--- src/rtl/audio_nios_led_pkg.sv ---
// audio_nios_led_pkg
// Shared definitions for the audio Nios II LED output port:
//   - Avalon register word addresses (DATA .. BLINK_MASK; address 7 is reserved)
//   - STATUS register bit positions
//   - pulse FSM state encoding
package audio_nios_led_pkg;

  localparam logic [2:0] ADDR_DATA       = 3'd0;
  localparam logic [2:0] ADDR_PULSE      = 3'd1;
  localparam logic [2:0] ADDR_PULSE_LEN  = 3'd2;
  localparam logic [2:0] ADDR_STATUS     = 3'd3;
  localparam logic [2:0] ADDR_OUTSET     = 3'd4;
  localparam logic [2:0] ADDR_OUTCLEAR   = 3'd5;
  localparam logic [2:0] ADDR_BLINK_MASK = 3'd6;

  localparam int STATUS_BUSY_BIT   = 0;
  localparam int STATUS_DONE_BIT   = 1;
  localparam int STATUS_IRQ_EN_BIT = 2;

  typedef enum logic [0:0] {
    PULSE_IDLE   = 1'b0,
    PULSE_ACTIVE = 1'b1
  } pulse_state_e;

endpackage

--- src/rtl/audio_nios_led_tick.sv ---
// audio_nios_led_tick
// Free-running prescaler. It counts 0..TICK_DIV-1 and asserts tick for one
// clk cycle while the count sits at its terminal value.
// Ports:
//   clk      system clock
//   reset_n  asynchronous active-low reset
//   tick     one-cycle strobe, once every TICK_DIV cycles
module audio_nios_led_tick #(
  parameter int TICK_DIV = 50000
) (
  input  logic clk,
  input  logic reset_n,
  output logic tick
);

  localparam int CW = (TICK_DIV > 1) ? $clog2(TICK_DIV) : 1;
  localparam logic [CW-1:0] TERM = CW'(TICK_DIV - 1);

  logic [CW-1:0] cnt_r;

  assign tick = (cnt_r == TERM);

  // Prescaler counter: wraps to zero at the terminal count.
  always_ff @(posedge clk or negedge reset_n) begin
    if (!reset_n) begin
      cnt_r <= '0;
    end else if (tick) begin
      cnt_r <= '0;
    end else begin
      cnt_r <= cnt_r + CW'(1);
    end
  end

endmodule

--- src/rtl/audio_nios_led_out.sv ---
// audio_nios_led_out
// Avalon-MM LED output port. It provides DATA/OUTSET/OUTCLEAR registers, a
// tick-timed one-shot pulse with a sticky done flag and interrupt, and an
// optional blink overlay that is compiled in when AUDIO_NIOS_LED_BLINK_EN is
// defined.
// Ports:
//   clk, reset_n          clock, asynchronous active-low reset
//   address/chipselect/   Avalon slave write side; write = chipselect & ~write_n
//   write_n/writedata
//   readdata              registered read data; follows address every cycle
//   irq                   done & irq_en (registered)
//   out_port              registered LED drive
module audio_nios_led_out
  import audio_nios_led_pkg::*;
#(
  parameter int WIDTH       = 18,
  parameter int TICK_DIV    = 50000,
  parameter int BLINK_TICKS = 250
) (
  input  logic             clk,
  input  logic             reset_n,
  input  logic [2:0]       address,
  input  logic             chipselect,
  input  logic             write_n,
  input  logic [31:0]      writedata,
  output logic [31:0]      readdata,
  output logic             irq,
  output logic [WIDTH-1:0] out_port
);

  logic             tick_s;
  logic             wr_s;
  logic [WIDTH-1:0] wmask_s;
  logic             unused_wd_s;

  pulse_state_e     state_r, state_nxt_s;
  logic [WIDTH-1:0] data_r, data_nxt_s;
  logic [WIDTH-1:0] active_r, active_nxt_s;
  logic [15:0]      timer_r, timer_nxt_s;
  logic [15:0]      len_r, len_nxt_s;
  logic             irq_en_r, irq_en_nxt_s;
  logic             done_r, done_nxt_s;
  logic             done_set_s, done_clr_s;
  logic [WIDTH-1:0] out_nxt_s;
  logic [31:0]      rd_s;
  logic [31:0]      readdata_r;
  logic             irq_r;
  logic [WIDTH-1:0] out_port_r;

  audio_nios_led_tick #(.TICK_DIV(TICK_DIV)) u_tick (
    .clk     (clk),
    .reset_n (reset_n),
    .tick    (tick_s)
  );

  assign wr_s        = chipselect & ~write_n;
  assign wmask_s     = writedata[WIDTH-1:0];
  assign unused_wd_s = ^writedata;

  // Pulse FSM plus CPU register writes; CPU data writes land after a pulse
  // clear so software always has the last word in a collision.
  always_comb begin
    state_nxt_s  = state_r;
    data_nxt_s   = data_r;
    active_nxt_s = active_r;
    timer_nxt_s  = timer_r;
    len_nxt_s    = len_r;
    irq_en_nxt_s = irq_en_r;
    done_set_s   = 1'b0;
    done_clr_s   = 1'b0;

    case (state_r)
      PULSE_IDLE: begin
        if (wr_s && (address == ADDR_PULSE) && (wmask_s != '0)) begin
          state_nxt_s  = PULSE_ACTIVE;
          active_nxt_s = wmask_s;
          timer_nxt_s  = len_r;
          data_nxt_s   = data_r | wmask_s;
        end else begin
          state_nxt_s  = PULSE_IDLE;
        end
      end
      PULSE_ACTIVE: begin
        if (wr_s && (address == ADDR_PULSE) && (wmask_s != '0)) begin
          // Retrigger: widen the mask and restart the full length.
          active_nxt_s = active_r | wmask_s;
          data_nxt_s   = data_r | wmask_s;
          timer_nxt_s  = len_r;
        end else if (tick_s) begin
          if (timer_r == 16'd0) begin
            data_nxt_s   = data_r & ~active_r;
            active_nxt_s = '0;
            done_set_s   = 1'b1;
            state_nxt_s  = PULSE_IDLE;
          end else begin
            timer_nxt_s  = timer_r - 16'd1;
          end
        end else begin
          state_nxt_s  = PULSE_ACTIVE;
        end
      end
      default: begin
        state_nxt_s  = PULSE_IDLE;
        active_nxt_s = '0;
      end
    endcase

    if (wr_s) begin
      case (address)
        ADDR_DATA:      data_nxt_s   = wmask_s;
        ADDR_OUTSET:    data_nxt_s   = data_nxt_s | wmask_s;
        ADDR_OUTCLEAR:  data_nxt_s   = data_nxt_s & ~wmask_s;
        ADDR_PULSE_LEN: len_nxt_s    = writedata[15:0];
        ADDR_STATUS: begin
          irq_en_nxt_s = writedata[STATUS_IRQ_EN_BIT];
          done_clr_s   = writedata[STATUS_BUSY_BIT];
        end
        default: begin
        end
      endcase
    end else begin
      len_nxt_s = len_r;
    end

    // A pulse completing in the same cycle as a clear request must not be lost.
    if (done_set_s) begin
      done_nxt_s = 1'b1;
    end else if (done_clr_s) begin
      done_nxt_s = 1'b0;
    end else begin
      done_nxt_s = done_r;
    end
  end

`ifdef AUDIO_NIOS_LED_BLINK_EN
  localparam int BCW = (BLINK_TICKS > 1) ? $clog2(BLINK_TICKS) : 1;
  localparam logic [BCW-1:0] BTERM = BCW'(BLINK_TICKS - 1);

  logic [WIDTH-1:0] blink_mask_r, blink_mask_nxt_s;
  logic [BCW-1:0]   bcnt_r, bcnt_nxt_s;
  logic             phase_r, phase_nxt_s;

  // Blink phase counter and mask register next-state.
  always_comb begin
    blink_mask_nxt_s = blink_mask_r;
    bcnt_nxt_s       = bcnt_r;
    phase_nxt_s      = phase_r;
    if (wr_s && (address == ADDR_BLINK_MASK)) begin
      blink_mask_nxt_s = wmask_s;
    end else begin
      blink_mask_nxt_s = blink_mask_r;
    end
    if (tick_s) begin
      if (bcnt_r == BTERM) begin
        bcnt_nxt_s  = '0;
        phase_nxt_s = ~phase_r;
      end else begin
        bcnt_nxt_s  = bcnt_r + BCW'(1);
      end
    end else begin
      bcnt_nxt_s = bcnt_r;
    end
  end

  // Blink state registers.
  always_ff @(posedge clk or negedge reset_n) begin
    if (!reset_n) begin
      blink_mask_r <= '0;
      bcnt_r       <= '0;
      phase_r      <= 1'b0;
    end else begin
      blink_mask_r <= blink_mask_nxt_s;
      bcnt_r       <= bcnt_nxt_s;
      phase_r      <= phase_nxt_s;
    end
  end

  assign out_nxt_s = data_nxt_s ^ (blink_mask_nxt_s & {WIDTH{phase_nxt_s}});
`else
  logic unused_blink_s;
  assign unused_blink_s = (BLINK_TICKS > 0);
  assign out_nxt_s      = data_nxt_s;
`endif

  // Read mux over the current register contents; not gated by chipselect.
  always_comb begin
    rd_s = 32'd0;
    case (address)
      ADDR_DATA:       rd_s = 32'(data_r);
      ADDR_PULSE:      rd_s = 32'(active_r);
      ADDR_PULSE_LEN:  rd_s = {16'd0, len_r};
      ADDR_STATUS:     rd_s = {29'd0, irq_en_r, done_r, (state_r == PULSE_ACTIVE)};
`ifdef AUDIO_NIOS_LED_BLINK_EN
      ADDR_BLINK_MASK: rd_s = 32'(blink_mask_r);
`endif
      default:         rd_s = 32'd0;
    endcase
  end

  // Core state and output registers; outputs load from next-state so a write
  // is visible on out_port the cycle after it is presented.
  always_ff @(posedge clk or negedge reset_n) begin
    if (!reset_n) begin
      state_r    <= PULSE_IDLE;
      data_r     <= '0;
      active_r   <= '0;
      timer_r    <= 16'd0;
      len_r      <= 16'd0;
      irq_en_r   <= 1'b0;
      done_r     <= 1'b0;
      readdata_r <= 32'd0;
      irq_r      <= 1'b0;
      out_port_r <= '0;
    end else begin
      state_r    <= state_nxt_s;
      data_r     <= data_nxt_s;
      active_r   <= active_nxt_s;
      timer_r    <= timer_nxt_s;
      len_r      <= len_nxt_s;
      irq_en_r   <= irq_en_nxt_s;
      done_r     <= done_nxt_s;
      readdata_r <= rd_s;
      irq_r      <= done_nxt_s & irq_en_nxt_s;
      out_port_r <= out_nxt_s;
    end
  end

  assign readdata = readdata_r;
  assign irq      = irq_r;
  assign out_port = out_port_r;

endmodule

--- config.mk ---
export PLATFORM = sky130hd
export DESIGN_NAME = audio_nios_led_out
export DESIGN_NICKNAME = d
export VERILOG_FILES = /design/src/rtl/audio_nios_led_pkg.sv /design/src/rtl/audio_nios_led_tick.sv /design/src/rtl/audio_nios_led_out.sv
export SDC_FILE = /design/constraint.sdc
export NUM_CORES = 1
export LEC_CHECK = 0
export CAP_MARGIN = 30
export CORE_ASPECT_RATIO = 1.4
export CORE_MARGIN = 2
export CORE_UTILIZATION = 53
export DETAILED_ROUTE_END_ITERATION = 7
export PLACE_DENSITY = 0.78
export SYNTH_ARGS = -nofsm -noshare
export SYNTH_HDL_FRONTEND = slang
export SYNTH_SLANG_ARGS = --single-unit
--- constraint.sdc ---
create_clock -name clk -period 3.4 [get_ports clk]
set_input_delay 0.68 -clock clk [delete_from_list [all_inputs] [get_ports clk]]
set_output_delay 0.68 -clock clk [all_outputs]
set_load 0.005 [all_outputs]
==> flow_summary.toml, run 1 <==
[run_status]
status = "finished clean"

[setup_path]
crit_path_cell_trace = "or4b_1 -> or4_1 -> nand2b_4 -> or4_1 -> a31oi_1"
critPathCaptureType = "flip-flop"
cp-start-kind = "flip-flop"
worstPathArrival_ps = 3010
crit_type = "flip-flop to flip-flop"
critPathMostFrequentCell = "or4_1"
path_buf_inv = 0
cp_top_family = "simple AND/OR/NAND/NOR gates"
cp_slowest_cell = "or4_1"
slowest_delay_ps = 720
crit_path_max_fanout = 18
required_ps = 3670

[place]
gp_congestion = 0.945
portBuffers = 61
dp_hpwl_um = 9140

[pwr]
p_leak_uw = 0.00280
p_sw_share_pct = 28.3
power.density_nw_per_um2 = 524
sequentialPowerShare_pct = 48.5
p_switching_uw = 939
p_int_uw = 2380
p_comb_share_pct = 19.5
pwr-share-clk_pct = 32.0
ir_worst_vdd_uv = 278

[global_route]
gr-usage-met2_pct = 43.3
antenna_found_initial = 0
grt_max_degree = 55
grt_pass1_vias = 4409
grt.busiest_layer = "met2"
grt_first_pass_wirelength_um = 21500
met1_usage_pct = 33.0
gr-usage-all-layers_pct = 25.9
use_met3_pct = 3.77
grt-ovfl-total = 0

[timing]
hold_viol_final = 0
finalCriticalPeriod_ps = 2740
whs_ps = 385
finalSetupTns_ps = 0
relSlewSlack_pct = 33.4
period_share_pct = 80.6
fmax_mhz = 365
final-setup-viol-count = 0
grt_setup_unrepaired = "false"
slew_viol_final = 0
tightest_slew_ps = 997
clock_skew_ps = 8.28

[die]
dieHeight_um = 122
die_w_um = 88.5
die_area_um2 = 10800
initial_utilization_pct = 54.1
core_um2 = 9790
row_count = 43
boundaryPins = 90

[clock_tree]
ctsRootBufferMaster = "clkbuf_16"
cts_tree = "done"
clock_sinks = 106
htreeDepth = 3
cts_hold_buf = 0
insertion_delay_ps = 360
cts_resized = 0
numCtsBuffers = 9
cts_buffer_depth = 2
clk_pin_slew_ps = 70
postCtsSetupRepairBufs = 0

[synth]
yosysSeqAreaShare_pct = 50.1
ys_async_sr_fraction_pct = 100
yosys.area.top_type = "dfrtp_1"
synth_edf_count = 0
yosysWarnings = 0
ys.flop_type = "dfrtp_1"
syn_area_per_cell_um2 = 9.73
synth_area_um2 = 5290
post_synth_inst_count = 544
synthTopCellsByArea = "dfrtp_1 (50%), nor2_1 (5.0%), o21ai_0 (3.6%)"
yosysUniqueCellTypes = 47
ys_seq_elements = 106
synth_top_area_share_pct = 50.1

[routing]
wirelength_um = 13100
wl_per_cell_um = 17.7
drcViolationCount = 0
firstDrtPassIters = 4
drt_iter0_drc = 345
ant_nets = 0
num_vias = 4378
viasPerCell = 5.91

[finish]
antennaDiodeCount = 0
fill_cells = 778
area_delta_synth_final_pct = 19.8
mostFrequentLayoutCell = "dfrtp_1"
nets = 643
drive_gt1_share_pct = 9.24
most-common-layout-cells = "dfrtp_1 (106), nor2_1 (71), clkdlybuf4s50_1 (60)"

[worst_hold_path]
min_path_type = "input port to asynchronous set/reset pin"

[job]
cap_violations = 0
## synthesized netlist by cell type (2+ instances only)
cell type	count
o311a_1	6
or4b_1	2
clkbuf_1	25
ha_1	3
o22ai_1	5
nor3b_1	3
inv_1	10
buf_2	4
or4_1	4
nor2_1	71
nor4_1	9
nand4_1	7
mux4_2	3
a31oi_1	28
nor2b_1	23
o21ai_0	38
nor3_1	11
nand3b_1	2
xor2_1	6
a21o_1	14
a21oi_1	20
dfrtp_1	106
and3_1	5
o21a_1	3
nand2_1	37
buf_4	14
nand2b_1	3
xnor2_1	11
a22oi_1	13
mux2_2	13
or3_1	6
nand3_1	10
mux2i_1	15
## cell type report
cell class	instances	area [um2]	share of cell area, %
clock inverters	7	78.8	1.24
clock buffers	9	225	3.55
flip-flops and latches	106	2650	41.8
multi-input cells	397	2440	38.4
well taps	135	169	2.66
repair buffers	77	741	11.7
inverters	10	37.5	0.592
## through the flow
step / area [um2] / std cells / total power (uW) / setup slack [ps] / utilization [%]
after CTS: 6340 / 741 / 3330 / 666 / 64.8
final: 6340 / 741 / 3320 / 659 / 64.8
after global placement: 6040 / 725 / 2240 / 473 / 61.7
after floorplan: 5340 / 557 / 1950 / 958 / -
after global routing: 6340 / 741 / 3470 / 537 / 64.8
after detailed placement: 6040 / 725 / 2270 / 429 / 61.7
## power groups by stage
| stage | combinational (uW) | sequential, uW | clock [uW] |
|---|---|---|---|
| CTS | 648 | 1610 | 1080 |
| global placement | 622 | 1620 | 0 |
| finish | 647 | 1610 | 1060 |
| detailed placement | 641 | 1630 | 0 |
| floorplan | 358 | 1590 | 0 |
| global route | 719 | 1630 | 1120 |
## metal layers
layer | vias up | wire [um]
met4 | 0 | 332
met1 | 2159 | 5340
met3 | 27 | 600
met5 | - | 0
li1 | 2037 | -
met2 | 155 | 6870
## state kept, by name, indices dropped and copies added (netlist names)
| name | flops |
|---|---|
| len_r | 16 |
| irq | 1 |
| readdata | 18 |
| timer_r | 16 |
| u_tick.cnt_r | 16 |
| out_port | 18 |
| irq_en_r | 1 |
| active_r | 18 |
| done_r | 1 |
| state_r | 1 |
## final timing paths
path                                 start              end  slack [ps]  cells after the start
hold / removal                     reset_n  u_tick.cnt_r[5]         390                      1
hold reg to reg            u_tick.cnt_r[0]  u_tick.cnt_r[0]         480                      1
setup reg to reg           u_tick.cnt_r[4]      timer_r[10]         660                      5
max in group asynchronous          reset_n     readdata[13]        2300                      2
setup / recovery           u_tick.cnt_r[4]      timer_r[10]         660                      5
min in group clk           u_tick.cnt_r[0]  u_tick.cnt_r[0]         480                      1
## cell families (layout without fill, tap and decap cells)
kind of cell             count (synthesis)  count (layout)  share of synthesized area (%)
multiplexers                            31              31                           6.88
AO/OA/AOI/OAI                          134             134                           16.0
adder cells (fa/ha/maj)                  3               3                          0.709
buffers and inverters                   54             103                           4.92
AND/OR/NAND/NOR                        198             198                           18.5
flip-flops                             106             106                           50.1
XOR/XNOR                                17              17                           2.81
other                                    1              14                         0.0708
Note: power is estimated with default switching activity, not from simulation.
==> run 2, diff against run 1 <==
- clock period: 3.4 -> 2.9 ns (I/O delays scaled with it)
==> run 2 against run 1 <==
Die area unchanged. Hold slack got worse by 130 ps. Worst setup slack got worse by 390 ps. Critical endpoint is now timer_r[14]. Register-to-register slack got worse by 390 ps. First-iteration DRC count increased by 0.58%. Sequential cell count unchanged. Utilization increased by 0.81 points. Global-route usage increased by 0.94 points. Total power increased by 16%.
==> flow_summary.toml, run 2 (synthesis gave the netlist of run 1 again) <==
[run_status]
status = "finished clean"

[setup_path]
crit_path_max_fanout = 18
rr_worst_depth = 5
cp_slowest_cell = "or4_1"
critPathCaptureType = "flip-flop"
r2r_start = "u_tick.cnt_r[4]"
slowest_delay_ps = 620
cp-start-kind = "flip-flop"
endpoint = "timer_r[14]"
worstPathArrival_ps = 2890
reg2reg_slack_ps = 270
crit_type = "flip-flop to flip-flop"
crit_path_cell_trace = "or4b_1 -> or4_1 -> nand2b_4 -> or4_4 -> a41oi_2"
required_ps = 3160
reg2reg_to = "timer_r[14]"
crit_start = "u_tick.cnt_r[4]"

[global_route]
grt_pass1_vias = 4512
antenna_found_initial = 0
grt-ovfl-total = 0
grt_max_degree = 52
gr-usage-all-layers_pct = 26.8
grt_first_pass_wirelength_um = 22300

[finish]
most-common-layout-cells = "dfrtp_1 (106), nor2_1 (71), clkdlybuf4s50_1 (60)"
antennaDiodeCount = 0
stdcell_area_um2 = 6420
drive_gt1_share_pct = 11.0
postLayoutCoreUtil_pct = 65.6
mostFrequentLayoutCell = "dfrtp_1"
nets = 658
area_delta_synth_final_pct = 21.3

[routing]
firstDrtPassIters = 5
num_vias = 4461
wirelength_um = 13800
wl_per_cell_um = 18.2
ant_nets = 0
viasPerCell = 5.91
drt_iter0_drc = 347
drcViolationCount = 0

[clock_tree]
clk_pin_slew_ps = 60
cts_tree = "done"
numCtsBuffers = 9
cts_buffer_depth = 2
ctsRootBufferMaster = "clkbuf_16"
clock_sinks = 106
postCtsSetupRepairBufs = 0
htreeDepth = 3
cts_resized = 0
cts_hold_buf = 0
insertion_delay_ps = 350

[die]
row_count = 43
core_um2 = 9790
die_w_um = 88.5
boundaryPins = 90
initial_utilization_pct = 54.1
dieHeight_um = 122
die_area_um2 = 10800

[place]
gp_congestion = 0.912
dp_hpwl_um = 9520
dpl_worst_slack_ps = 128
portBuffers = 61
dpl_cell_area_um2 = 6140

[timing]
setup_ws_ps = 271
hold_viol_final = 0
fmax_mhz = 380
relSlewSlack_pct = 46.3
clock_skew_ps = 16.4
final-setup-viol-count = 0
finalSetupTns_ps = 0
grt_setup_unrepaired = "false"
tightest_slew_ps = 806
period_share_pct = 90.6
finalCriticalPeriod_ps = 2630
slew_viol_final = 0

[pwr]
power.density_nw_per_um2 = 598
ir_worst_vdd_uv = 344
p_leak_uw = 0.00286

[worst_hold_path]
min_path_type = "input port to asynchronous set/reset pin"

[job]
cap_violations = 0
-- run 2: cell types whose count changed in the layout (fill, tap and decap cells not counted), sizes merged --
cell / change
clkinv: -2
bufinv: -1
clkinvlp: -2
clkbuf: +5
inv: -1
buf: +15
-- run 2: per-stage QoR --
step           total power, uW  hold slack, ps  std cells
2_1_floorplan             2290             284        557
3_3_place_gp              2630             458        740
3_5_place_dp              2680             468        740
4_1_cts                   3850             279        755
5_1_grt                   4030             303        755
6_report                  3840             260        755
-- run 2: cell type report --
| class | count | area, um2 |
|---|---|---|
| Clock buffer | 14 | 274 |
| Inverter | 10 | 37.5 |
| Sequential cell | 106 | 2650 |
| Tap cell | 135 | 169 |
| Clock inverter | 1 | 8.76 |
| Fill cell | 811 | 3370 |
| Multi-Input combinational cell | 397 | 2440 |
| Timing Repair Buffer | 92 | 841 |
-- run 2: power by group --
group | internal (uW) | leakage, uW | switching [uW]
sequential | 1710 | 0.00130 | 188
combinational | 418 | 0.00142 | 352
clock | 651 | 0.000139 | 526
total | 2770 | 0.00286 | 1070
-- run 2: worst min path at each step --
| stage | endpoint | depth (start not counted) | from | slack, ps |
|---|---|---|---|---|
| floorplan | active_r[0] | 0 | reset_n | 280 |
| global placement | out_port[5] | 1 | active_r[5] | 460 |
| detailed placement | u_tick.cnt_r[0] | 1 | u_tick.cnt_r[0] | 470 |
| CTS | active_r[1] | 1 | reset_n | 280 |
| global route | readdata[2] | 1 | reset_n | 300 |
| finish | readdata[5] | 1 | reset_n | 260 |
-- run 2: metal layers --
metal | routed length [um] | part of all wire [%] | vias to the layer above | GRT usage, %
li1 | - | - | 2057 | -
met1 | 5470 | 40 | 2196 | 34.6
met2 | 7240 | 53 | 187 | 45.3
met3 | 817 | 5.9 | 21 | 4.84
met4 | 248 | 1.8 | 0 | 9.28
met5 | 0 | 0 | - | 0
-- run 2: critical path, delay by kind of cell, from the launching register on --
kind	cells	cell delay [ps]
compound gates	1	160
simple gates	4	1940
flops	1	440
==> run 3, diff against run 2 <==
- CORE_UTILIZATION: 53 -> 40
- PLACE_DENSITY: 0.78 -> 0.61
==> run 3 against run 2 <==
First-iteration DRC count is 44% lower. Sequential cell count stayed put. Hold slack worse by 110 ps. Clock skew is 7.0 ps lower. Critical path depth stayed put. Sequential power hardly changed. Critical endpoint unchanged.
==> flow_summary.toml, run 3 (synthesis gave the netlist of run 1 again) <==
[finish]
area_delta_synth_final_pct = 23.7
nets = 665
postLayoutCoreUtil_pct = 50.9
most-common-layout-cells = "dfrtp_1 (106), nor2_1 (71), clkdlybuf4s50_1 (60)"
fill_cells = 1210
antennaDiodeCount = 0
mostFrequentLayoutCell = "dfrtp_1"
drive_gt1_share_pct = 12.4
instances_no_fill = 781

[setup_path]
cp-start-kind = "flip-flop"
crit_type = "flip-flop to flip-flop"
crit_path_max_fanout = 18
critPathCaptureType = "flip-flop"
worstPathArrival_ps = 2890
required_ps = 3160

[routing]
firstDrtPassIters = 5
ant_nets = 0
num_vias = 4409
wl_per_cell_um = 18.0
drt_iter0_drc = 195
viasPerCell = 5.65
wirelength_um = 14100
drcViolationCount = 0

[global_route]
grt_max_degree = 59
grt-ovfl-total = 0
antenna_found_initial = 0
gr-usage-all-layers_pct = 20.9
grt_first_pass_wirelength_um = 23400
grt_pass1_vias = 4465

[timing]
hold_viol_final = 0
slew_viol_final = 0
clock_skew_ps = 9.42
finalSetupTns_ps = 0
final-setup-viol-count = 0
relSlewSlack_pct = 44.7
grt_setup_unrepaired = "false"
whs_ps = 154
fmax_mhz = 381
tightest_slew_ps = 830
period_share_pct = 90.6
finalCriticalPeriod_ps = 2630

[clock_tree]
htreeDepth = 3
clock_sinks = 106
cts_hold_buf = 0
numCtsBuffers = 9
insertion_delay_ps = 350
ctsRootBufferMaster = "clkbuf_16"
cts_tree = "done"
cts_resized = 0
clk_pin_slew_ps = 70
cts_buffer_depth = 2
postCtsSetupRepairBufs = 0

[pwr]
power.density_nw_per_um2 = 601
ir_worst_vdd_uv = 271
totalPowerFinal_uw = 3940
p_leak_uw = 0.00291

[die]
boundaryPins = 90
core_um2 = 12900
row_count = 49
die_w_um = 101
dieHeight_um = 140
die_area_um2 = 14200
initial_utilization_pct = 41.1

[place]
placed_cells = 765
portBuffers = 61
gp_congestion = 0.832
dp_hpwl_um = 9850

[run_status]
status = "finished clean"

[worst_hold_path]
min_path_type = "input port to asynchronous set/reset pin"

[job]
cap_violations = 0
[run 3: changes by cell type in the layout (fill, tap and decap cells not counted), sizes merged]
| cell | change |
|---|---|
| buf | +7 |
| bufinv | +1 |
| inv | +2 |
| clkinvlp | +1 |
| clkbuf | -4 |
| clkinv | +1 |
[run 3: through the flow]
stage	instance area, um2	worst slack (ps)
2_1_floorplan	5340	458
3_3_place_gp	6240	127
3_5_place_dp	6240	111
4_1_cts	6550	281
5_1_grt	6550	169
6_report	6550	272
[run 3: per-layer routing]
metal | track usage [%] | vias up | part of all wire (%)
li1 | - | 2078 | -
met1 | 28.3 | 2187 | 43
met2 | 34.3 | 128 | 50
met3 | 2.59 | 16 | 4.4
met4 | 7.47 | 0 | 1.8
met5 | 0 | - | 0
[run 3: path summary, 6_finish.rpt]
kind	start	slack [ps]	to	depth (start not counted)
max reg2reg	u_tick.cnt_r[4]	270	timer_r[14]	5
min in group clk	u_tick.cnt_r[0]	480	u_tick.cnt_r[0]	1
max in group asynchronous	reset_n	2100	readdata[17]	2
max	u_tick.cnt_r[4]	270	timer_r[14]	5
min reg2reg	u_tick.cnt_r[0]	480	u_tick.cnt_r[0]	1
min	reset_n	150	readdata[5]	1
[run 3: power by group]
part | internal [uW] | switching, uW | total, uW
combinational | 425 | 352 | 776
clock | 703 | 569 | 1270
sequential | 1700 | 183 | 1890
[run 3: critical path: stages, from the launching register on]
cell and delay, ps:
dfrtp_1 440, or4b_1 540, or4_1 620, nand2b_4 260
or4_4 510, a41oi_2 160
[run 3: cell type report]
type | instances | area, um2 | share of cell area, %
Multi-Input combinational cell | 397 | 2440 | 37.2
Inverter | 10 | 37.5 | 0.573
Timing Repair Buffer | 99 | 918 | 14.0
Clock inverter | 6 | 72.6 | 1.11
Tap cell | 153 | 191 | 2.92
Clock buffer | 10 | 239 | 3.65
Sequential cell | 106 | 2650 | 40.5
